$ cat config.mk
export PLATFORM = sky130hd
export DESIGN_NAME = hazard_stall_unit_flat
export DESIGN_NICKNAME = d
export VERILOG_FILES = /design/src/rtl/hazard_stall_unit_if.sv /design/src/rtl/hazard_stall_unit.sv /design/src/flat_wrapper.sv
export SDC_FILE = /design/constraint.sdc
export NUM_CORES = 1
export LEC_CHECK = 0
export BUFFER_PORTS_ARGS = -buffer_cell sky130_fd_sc_hd__buf_2
export CORE_ASPECT_RATIO = 1.2
export CORE_UTILIZATION = 48
export DETAILED_ROUTE_END_ITERATION = 12
export PLACE_DENSITY = 0.79
export SLEW_MARGIN = 10
export SYNTH_ARGS = -nofsm -noshare
export SYNTH_HDL_FRONTEND = slang
export SYNTH_SLANG_ARGS = --single-unit
$ cat constraint.sdc
create_clock -name clk -period 4.6 [get_ports clk]
set_clock_uncertainty 0.2 [all_clocks]
set_input_delay 0.46 -clock clk [delete_from_list [all_inputs] [get_ports clk]]
set_output_delay 0.46 -clock clk [all_outputs]
set_load 0.1 [all_outputs]
$ cat src/rtl/hazard_stall_unit_if.sv
// ID-stage hazard bundle: source operands and pipeline producers in, stall controls out.
// The master side belongs to the pipeline; the slave side belongs to hazard_stall_unit.
interface hazard_stall_unit_if #(
   parameter int AW    = 5,
   parameter int CNT_W = 16
);
   logic          id_valid;
   logic [AW-1:0] id_rs1;
   logic [AW-1:0] id_rs2;
   logic          id_use_rs1;
   logic          id_use_rs2;
   logic          id_is_branch;
   logic [AW-1:0] ex_rd;
   logic [AW-1:0] mem_rd;
   logic [AW-1:0] wb_rd;
   logic          ex_regwrite;
   logic          mem_regwrite;
   logic          wb_regwrite;
   logic          ex_is_load;
   logic          mem_is_load;
   logic          flush;
   logic          bubble;
   logic          pc_en;
   logic          if_id_en;
   logic [1:0]    cause;
   logic [1:0]    stall_cnt;
   logic [CNT_W-1:0] stall_cycles;

   modport master (
      output id_valid, id_rs1, id_rs2, id_use_rs1, id_use_rs2, id_is_branch,
      output ex_rd, mem_rd, wb_rd, ex_regwrite, mem_regwrite, wb_regwrite,
      output ex_is_load, mem_is_load, flush,
      input  bubble, pc_en, if_id_en, cause, stall_cnt, stall_cycles
   );

   modport slave (
      input  id_valid, id_rs1, id_rs2, id_use_rs1, id_use_rs2, id_is_branch,
      input  ex_rd, mem_rd, wb_rd, ex_regwrite, mem_regwrite, wb_regwrite,
      input  ex_is_load, mem_is_load, flush,
      output bubble, pc_en, if_id_en, cause, stall_cnt, stall_cycles
   );
endinterface

$ cat src/rtl/hazard_stall_unit.sv
// ID-stage stall controller: detects load-use and ID-branch RAW hazards and
// inserts the required number of bubbles through a down-counting stall FSM.
module hazard_stall_unit #(
   parameter int AW           = 5,
   parameter int LOAD_BUBBLES = 1,
   parameter int RF_BYPASS    = 0,
   parameter int X0_HARDWIRED = 1,
   parameter int CNT_W        = 16
) (
   input  logic clk,
   input  logic rst,
   hazard_stall_unit_if.slave bus
);
   typedef enum logic {S_IDLE, S_STALL} state_t;

   // Branch operands are compared in ID, so an older producer needs fewer bubbles.
   localparam logic [1:0] BR_EX  = 2'(3 - RF_BYPASS);
   localparam logic [1:0] BR_MEM = 2'(2 - RF_BYPASS);
   localparam logic [1:0] BR_WB  = 2'(1 - RF_BYPASS);
   localparam logic [1:0] LD_EX  = 2'(LOAD_BUBBLES);

   state_t           r_state;
   logic [1:0]       r_stall_cnt;
   logic [1:0]       r_cause;
   logic [CNT_W-1:0] r_stall_cycles;

   logic [AW-1:0] w_rd [3];
   logic [2:0]    w_we;
   logic [2:0]    w_match;
   logic [1:0]    w_br_need;
   logic [1:0]    w_ld_need;
   logic [1:0]    w_need;
   logic [1:0]    w_cause;
   logic          w_bubble;

   assign w_rd[0] = bus.ex_rd;
   assign w_rd[1] = bus.mem_rd;
   assign w_rd[2] = bus.wb_rd;
   assign w_we    = {bus.wb_regwrite, bus.mem_regwrite, bus.ex_regwrite};

   always_comb begin
      w_match = '0;
      for (int i = 0; i < 3; i++) begin
         w_match[i] = bus.id_valid & w_we[i]
                    & (((w_rd[i] == bus.id_rs1) & bus.id_use_rs1)
                     | ((w_rd[i] == bus.id_rs2) & bus.id_use_rs2))
                    & ((X0_HARDWIRED == 0) | (w_rd[i] != '0));
      end
   end

   always_comb begin
      w_br_need = 2'd0;
      if (bus.id_is_branch) begin
         if (w_match[0])      w_br_need = BR_EX;
         else if (w_match[1]) w_br_need = BR_MEM;
         else if (w_match[2]) w_br_need = BR_WB;
      end
      w_ld_need = 2'd0;
      if (w_match[0] & bus.ex_is_load)
         w_ld_need = LD_EX;
      else if (w_match[1] & bus.mem_is_load & (LOAD_BUBBLES == 2))
         w_ld_need = 2'd1;
   end

   assign w_need   = (w_br_need > w_ld_need) ? w_br_need : w_ld_need;
   assign w_cause  = {w_br_need != 2'd0, w_ld_need != 2'd0};
   assign w_bubble = ~rst & ~bus.flush & ((r_state == S_STALL) | (w_need != 2'd0));

   assign bus.bubble       = w_bubble;
   assign bus.pc_en        = ~w_bubble;
   assign bus.if_id_en     = ~w_bubble;
   assign bus.cause        = r_cause;
   assign bus.stall_cnt    = r_stall_cnt;
   assign bus.stall_cycles = r_stall_cycles;

   always_ff @(posedge clk) begin
      if (rst) begin
         r_state        <= S_IDLE;
         r_stall_cnt    <= 2'd0;
         r_cause        <= 2'b00;
         r_stall_cycles <= '0;
      end else begin
         if (w_bubble && (r_stall_cycles != '1))
            r_stall_cycles <= r_stall_cycles + CNT_W'(1);
         if (bus.flush) begin
            r_state     <= S_IDLE;
            r_stall_cnt <= 2'd0;
            r_cause     <= 2'b00;
         end else begin
            case (r_state)
               S_IDLE: begin
                  if (w_need != 2'd0) begin
                     r_stall_cnt <= w_need - 2'd1;
                     r_cause     <= w_cause;
                     r_state     <= (w_need > 2'd1) ? S_STALL : S_IDLE;
                  end else begin
                     r_cause <= 2'b00;
                  end
               end
               S_STALL: begin
                  // The held ID instruction is not re-examined until the count drains.
                  r_stall_cnt <= r_stall_cnt - 2'd1;
                  if (r_stall_cnt == 2'd1) r_state <= S_IDLE;
               end
            endcase
         end
      end
   end
endmodule

$ cat src/flat_wrapper.sv
// flat-port wrapper written by rule: the top's interface ports become plain ports
module hazard_stall_unit_flat 
#(
   parameter int AW           = 5,
   parameter int LOAD_BUBBLES = 1,
   parameter int RF_BYPASS    = 0,
   parameter int X0_HARDWIRED = 1,
   parameter int CNT_W        = 16
)
  (clk, rst, bus_id_valid, bus_id_rs1, bus_id_rs2, bus_id_use_rs1, bus_id_use_rs2, bus_id_is_branch, bus_ex_rd, bus_mem_rd, bus_wb_rd, bus_ex_regwrite, bus_mem_regwrite, bus_wb_regwrite, bus_ex_is_load, bus_mem_is_load, bus_flush, bus_bubble, bus_pc_en, bus_if_id_en, bus_cause, bus_stall_cnt, bus_stall_cycles);
  hazard_stall_unit_if #(.AW(AW), .CNT_W(CNT_W)) bus_i ();
  input  logic clk;
  input  logic rst;
  input wire logic [$bits(bus_i.id_valid)-1:0] bus_id_valid;
  input wire logic [$bits(bus_i.id_rs1)-1:0] bus_id_rs1;
  input wire logic [$bits(bus_i.id_rs2)-1:0] bus_id_rs2;
  input wire logic [$bits(bus_i.id_use_rs1)-1:0] bus_id_use_rs1;
  input wire logic [$bits(bus_i.id_use_rs2)-1:0] bus_id_use_rs2;
  input wire logic [$bits(bus_i.id_is_branch)-1:0] bus_id_is_branch;
  input wire logic [$bits(bus_i.ex_rd)-1:0] bus_ex_rd;
  input wire logic [$bits(bus_i.mem_rd)-1:0] bus_mem_rd;
  input wire logic [$bits(bus_i.wb_rd)-1:0] bus_wb_rd;
  input wire logic [$bits(bus_i.ex_regwrite)-1:0] bus_ex_regwrite;
  input wire logic [$bits(bus_i.mem_regwrite)-1:0] bus_mem_regwrite;
  input wire logic [$bits(bus_i.wb_regwrite)-1:0] bus_wb_regwrite;
  input wire logic [$bits(bus_i.ex_is_load)-1:0] bus_ex_is_load;
  input wire logic [$bits(bus_i.mem_is_load)-1:0] bus_mem_is_load;
  input wire logic [$bits(bus_i.flush)-1:0] bus_flush;
  output wire logic [$bits(bus_i.bubble)-1:0] bus_bubble;
  output wire logic [$bits(bus_i.pc_en)-1:0] bus_pc_en;
  output wire logic [$bits(bus_i.if_id_en)-1:0] bus_if_id_en;
  output wire logic [$bits(bus_i.cause)-1:0] bus_cause;
  output wire logic [$bits(bus_i.stall_cnt)-1:0] bus_stall_cnt;
  output wire logic [$bits(bus_i.stall_cycles)-1:0] bus_stall_cycles;
  assign bus_i.id_valid = bus_id_valid;
  assign bus_i.id_rs1 = bus_id_rs1;
  assign bus_i.id_rs2 = bus_id_rs2;
  assign bus_i.id_use_rs1 = bus_id_use_rs1;
  assign bus_i.id_use_rs2 = bus_id_use_rs2;
  assign bus_i.id_is_branch = bus_id_is_branch;
  assign bus_i.ex_rd = bus_ex_rd;
  assign bus_i.mem_rd = bus_mem_rd;
  assign bus_i.wb_rd = bus_wb_rd;
  assign bus_i.ex_regwrite = bus_ex_regwrite;
  assign bus_i.mem_regwrite = bus_mem_regwrite;
  assign bus_i.wb_regwrite = bus_wb_regwrite;
  assign bus_i.ex_is_load = bus_ex_is_load;
  assign bus_i.mem_is_load = bus_mem_is_load;
  assign bus_i.flush = bus_flush;
  assign bus_bubble = bus_i.bubble;
  assign bus_pc_en = bus_i.pc_en;
  assign bus_if_id_en = bus_i.if_id_en;
  assign bus_cause = bus_i.cause;
  assign bus_stall_cnt = bus_i.stall_cnt;
  assign bus_stall_cycles = bus_i.stall_cycles;
  hazard_stall_unit #(.AW(AW), .LOAD_BUBBLES(LOAD_BUBBLES), .RF_BYPASS(RF_BYPASS), .X0_HARDWIRED(X0_HARDWIRED), .CNT_W(CNT_W)) u_core (.clk(clk), .rst(rst), .bus(bus_i));
endmodule
* Word-level counts from Yosys, hierarchy flattened *
Index checks and enable logic that the tools add are counted.

word-level totals
  register bits = 21
  input port bits = 37
  output and inout bits = 23
  logic and storage cells = 65
  ROM bits = 0
  memories kept = 0
  latch bits = 0
  RAM bits = 0

cells by class
  mux-type cells = 13
  reductions and logical operators = 8
  $mul = 0
  bitwise logic cells = 26
  magnitude comparators = 2
  shift operators = 0
  add/sub/neg operators = 3
  div/mod/pow operators = 0
  equality and inequality tests = 9

operator list
  cell                                                                              count
  5-bit == test                                                                     6
  1-bit AND                                                                         18
  16-bit by 1-bit adder with 16-bit output (second input constant)                  1
  16-bit != test (second input constant)                                            1
  5-bit nonzero test                                                                3
  2-bit 2-to-1 mux                                                                  6
  2-bit nonzero test                                                                3
  1-bit 2-to-1 mux                                                                  5
  1-bit inverter                                                                    4
  1-bit bitwise OR                                                                  4
  2-bit one-hot mux with 2 select lines                                             1
  2-bit by 1-bit subtractor with 2-bit output (second input constant)               2
  2-bit by 1-bit == test with 1-bit output (second input constant)                  1
  2-bit by 1-bit greater-than comparator with 1-bit output                          1
  2-bit by 1-bit greater-than comparator with 1-bit output (second input constant)  1
  2-bit by 1-bit != test with 1-bit output (second input constant)                  1
  1-bit one-hot mux with 2 select lines                                             1
  2-bit OR reduction                                                                1
  1-bit logical AND                                                                 1

* Longest topological paths before layout *
  depth in word-level cells = 15
  mapped depth = 16
  gate-level depth less buffers = 15

* Worst setup path after synthesis *
No wires, ideal clock.

  path kind = input -> output
  start = input bus_mem_rd[0]
  end = output bus_bubble
  slack = 0.577 ns
  required time = 3.940 ns
  data arrival time = 3.363 ns
  stages on the path = 11
  path buffers = 0
  cells stage by stage = or3_1 o311a_1 a221oi_2 a21oi_1 ha_1 nor2_1 o21bai_1 a32oi_1 ha_1 a21o_4 inv_1

between the ends
  word-level cells in the longest chain between the ends = 13
  elaborated cells between the ends (all ways) = 16
  classes of those cells = order compare: 1; eq/ne: 2; mux: 4; bitwise: 7; reduce/logical: 2

ends and longest elaborated chain
  item                                                      line                                              RTL
  start, declared                                           flat_wrapper.sv:21                                input wire logic [$bits(bus_i.mem_rd)-1:0] bus_mem_rd;
  5-bit == test (on tied branches)                          hazard_stall_unit.sv:45, hazard_stall_unit.sv:46
  1-bit AND (on tied branches)                              hazard_stall_unit.sv:45, hazard_stall_unit.sv:46
  1-bit bitwise OR                                          hazard_stall_unit.sv:46                           | ((w_rd[i] == bus.id_rs2) & bus.id_use_rs2))
  1-bit AND                                                 hazard_stall_unit.sv:45                           & (((w_rd[i] == bus.id_rs1) & bus.id_use_rs1)
  1-bit AND *                                               hazard_stall_unit.sv:47                           & ((X0_HARDWIRED == 0) | (w_rd[i] != '0));
  2-bit 2-to-1 mux *                                        hazard_stall_unit.sv:55                           else if (w_match[1]) w_br_need = BR_MEM;
  2-bit 2-to-1 mux *                                        hazard_stall_unit.sv:54                           if (w_match[0]) w_br_need = BR_EX;
  2-bit 2-to-1 mux *                                        hazard_stall_unit.sv:53                           if (bus.id_is_branch) begin
  2-bit by 1-bit greater-than comparator with 1-bit output  hazard_stall_unit.sv:65                           assign w_need = (w_br_need > w_ld_need) ? w_br_need : w_ld_need;
  2-bit 2-to-1 mux *                                        hazard_stall_unit.sv:65
  2-bit nonzero test *                                      hazard_stall_unit.sv:67                           assign w_bubble = ~rst & ~bus.flush & ((r_state == S_STALL) | (w_need != 2'd0));
  1-bit bitwise OR *                                        hazard_stall_unit.sv:67
  1-bit AND *                                               hazard_stall_unit.sv:67
  end, declared                                             flat_wrapper.sv:29                                output wire logic [$bits(bus_i.bubble)-1:0] bus_bubble;

Every way passes the cells marked *; elsewhere a longest branch is shown, timed or not.

* Worst setup path in the final report *
Same ends and word-level chain as after synthesis.

==> summary.txt <==
Clock network
  – CTS tree: done
  – Root Buffer: clkbuf_4
  – H-tree depth: 1
  – Worst-path clk slew: roughly 0.1 ns
  – Number of hold buffers added after CTS: 0
  – Number of setup buffers added after CTS: 0
  – CTS Buffer Depth: 2
  – Post-cts resize count: 0
  – Clock Latency Late Sink: 0.29 ns
  – CTS buffer count: 3
  – Sink Count: 21

Timing
  – TNS Setup: 0 ns
  – Final hold vios: 0
  – Tcrit/Tclk final: 88.9%
  – Slew Viols, Final: 0
  – Minimum clock period: 4.09 ns
  – Fmax: 245 MHz
  – Max-slew headroom: about 66%
  – Worst slew pin tran: around 0.51 ns
  – Final number of setup-violating endpoints: 0
  – RSZ-0062 raised after global routing: no

Final layout
  – Diodes inserted: 0
  – Storage element area: about 420 sq um
  – Layout cells sized above 1: slightly above 30%
  – Area grow syn2layout: 21.3%
  – Commonest non-fill, non-tap cell in the layout: buf_2
  – Fill count: 284
  – Layout Nets: 273
  – Most frequent cells in the layout: buf_2, xnor2_1, nor2_1, dfxtp_1, xor2_1
  – Multi-input logic area: about 0.001 sq mm

GRT
  – Remaining Overflow, GRT: 0
  – Gr usage total: 21.3%
  – Largest net degree at the start of global routing: 18
  – Antenna violations before repair: 0
  – Number of global-route vias before repair: 1281
  – First-pass GRT wire length: about 5500 microns

Detailed routing
  – Vias after detailed routing: around 1400
  – DR vias/cell: 5.38
  – Routed wire length: 3420 microns
  – Routed WL per cell: roughly 13 microns
  – Initial DRC count: 32
  – Remaining routing DRC violations: 0
  – Post-DRT Antenna Nets: 0
  – DR pass1 iterations: 4

Critical path
  – CP Capture Point: bus_bubble
  – Critical path origin: bus_mem_rd[0]
  – Worst r2r dst: u_core.bus.stall_cycles[3]
  – Worst Path Max Fanout: 6
  – Crit-path cells: buf_2 > or3_1 > o311a_1 > a221oi_2 > a21oi_1 > ha_1 > nor2_1 > o21bai_1 > a32oi_1 > ha_1 > a21o_4 > inv_1 > buf_2
  – R2R Path Start: u_core.bus.stall_cycles[0]
  – Startpoint types: input port
  – CP Depth: 13
  – Critical Setup Path Class: in2out
  – WP buf/inv: 3
  – Slowest cell on the critical path: buf_2
  – Worst R2R Path Depth: 7
  – Critical path required time: 3.94 ns
  – Critical path capture point type: primary output
  – Largest delay share family, worst path: compound AO/OA/AOI/OAI gates
  – CP arrival: roughly 3.4 ns
  – Crit-path max cell delay: around 0.42 ns
  – R2R setup slack: 2.44 ns

Yosys
  – YS warnings: 0
  – Sequential cell area fraction in the yosys report: between 20% and 30%
  – Main flop type after synthesis: dfxtp_1
  – EDFF count, synth: 0
  – Synth Net Count: around 220
  – Async set-reset flop share out of synthesis: 0%
  – Gate count of the mapped netlist: roughly 170
  – Mapped Avg Cell Area: approximately 8.6 sq um
  – Synthesis-stage register bit count: 21
  – Number of library cell types mapped by synthesis: 35
  – Synth Cell Area: around 0.0015 sq mm

Die
  – Die width: approximately 53 microns
  – Core Area: between 0.002 and 0.003 sq mm
  – Initial Utilization: between 50 and 60%
  – Die height: approximately 63 microns
  – Row count: 21
  – I/O pin cnt: 60
  – Full die area: between 0.003 and 0.004 sq mm

Placement
  – Placer's final routability congestion estimate: about 0.78
  – DP HPWL: roughly 2800 microns
  – Port bufs: 58

Hold path
  – Hold/Removal Path Class: reg2reg

Power and ir drop
  – Power per Cell Area: ~190 mW/mm^2
  – VDD IR-drop max: between 0.0002 and 0.00025 V
  – P_leak: around 0.74 nW
  – Pwr Total: 0.336 mW

Run status
  – Status: completed

Job
  – # Max-Cap Violations: 0
## cell families after synthesis
logic type / after synthesis / share of synthesized area [%]
and+or+nand+nor: 71 / 22.9
xor gates and xnor gates: 44 / 25.9
DFF: 21 / 28.2
AOI/OAI and AO/OA: 20 / 13.2
buffers and inverters: 11 / 4.28
adders and majority gates: 4 / 3.36
muxes: 3 / 2.18
## metrics by stage
step / instances / hold WS (ns) / instance area, sq um / setup slack [ns] / util [%]
6_report: 265 / 0.267 / 1810 / 0.510 / 63.1
5_1_grt: 265 / 0.272 / 1810 / 0.297 / 63.1
4_1_cts: 265 / 0.267 / 1810 / 0.506 / 63.1
3_5_place_dp: 261 / 0.255 / 1780 / 0.512 / 62.2
3_3_place_gp: 261 / 0.252 / 1780 / 0.515 / 62.2
2_1_floorplan: 174 / 0.305 / 1490 / 0.577 / -
## synth_stat cells (2+ instances only)
cell      number  area share, %
mux2_2         2            1.5
inv_1          6            1.5
and2_1         2           0.84
dfxtp_1       21             28
a221oi_2       2            2.0
buf_4          2            1.0
a21oi_1        5            1.7
or3_1          2           0.84
nand4_1       12            5.0
xnor2_1       25             15
o22ai_1        2           0.84
buf_6          2            1.5
nand2_1       13            3.3
xor2_1        19             11
and3_1         2           0.84
ha_1           4            3.4
nor2_1        25            6.3
nor4_1         3            1.3
nor3_1         2           0.67
o311a_1        2            1.3
nand3_1        7            2.4
## sequential cells by signal, indices dropped and copies added, names as in the netlist
name / flops
u_core.bus.cause: 2
u_core.bus.stall_cnt: 2
u_core.bus.stall_cycles: 16
u_core.r_state: 1
## tightest hold or removal path: cells and delay by family, from the launching register on
kind	cells	cell delay, ns
DFF	1	0.32
and+or+nand+nor	1	0.06
AOI/OAI and AO/OA	1	0.05
## routing by layer
metal / track usage, % / part of all wire, % / vias up
li1: - / - / 723
met1: 26.4 / 44 / 645
met2: 38.3 / 48 / 57
met4: 4.93 / 0.61 / 0
met3: 1.95 / 7.0 / 2
met5: 0 / 0 / -
## worst min-delay path by stage
stage,startpoint,to,slack (ns),cells past startpoint
floorplan,u_core.r_state,u_core.bus.cause[0],0.30,2
global placement,u_core.bus.cause[1],u_core.bus.cause[1],0.25,2
detailed placement,u_core.bus.cause[0],u_core.bus.cause[0],0.25,2
CTS,bus_ex_is_load,u_core.bus.cause[0],0.27,3
global route,bus_ex_is_load,u_core.bus.cause[0],0.27,3
finish,u_core.bus.cause[0],u_core.bus.cause[0],0.27,2
## cell type report
cell class | count | area share, %
clock buffers | 4 | 1.45
repair buffers | 58 | 16.1
flip-flops and latches | 21 | 23.3
multi-input cells | 142 | 55.6
inverters | 6 | 1.25
well taps | 34 | 2.35
## report_power, final
| part | switching, mW | total [mW] | internal (mW) |
|---|---|---|---|
| registers | 0.000342 | 0.182 | 0.182 |
| clock network | 0.0501 | 0.0838 | 0.0337 |
| logic | 0.0379 | 0.0698 | 0.0320 |
Power figures use the tool's default switching activity.
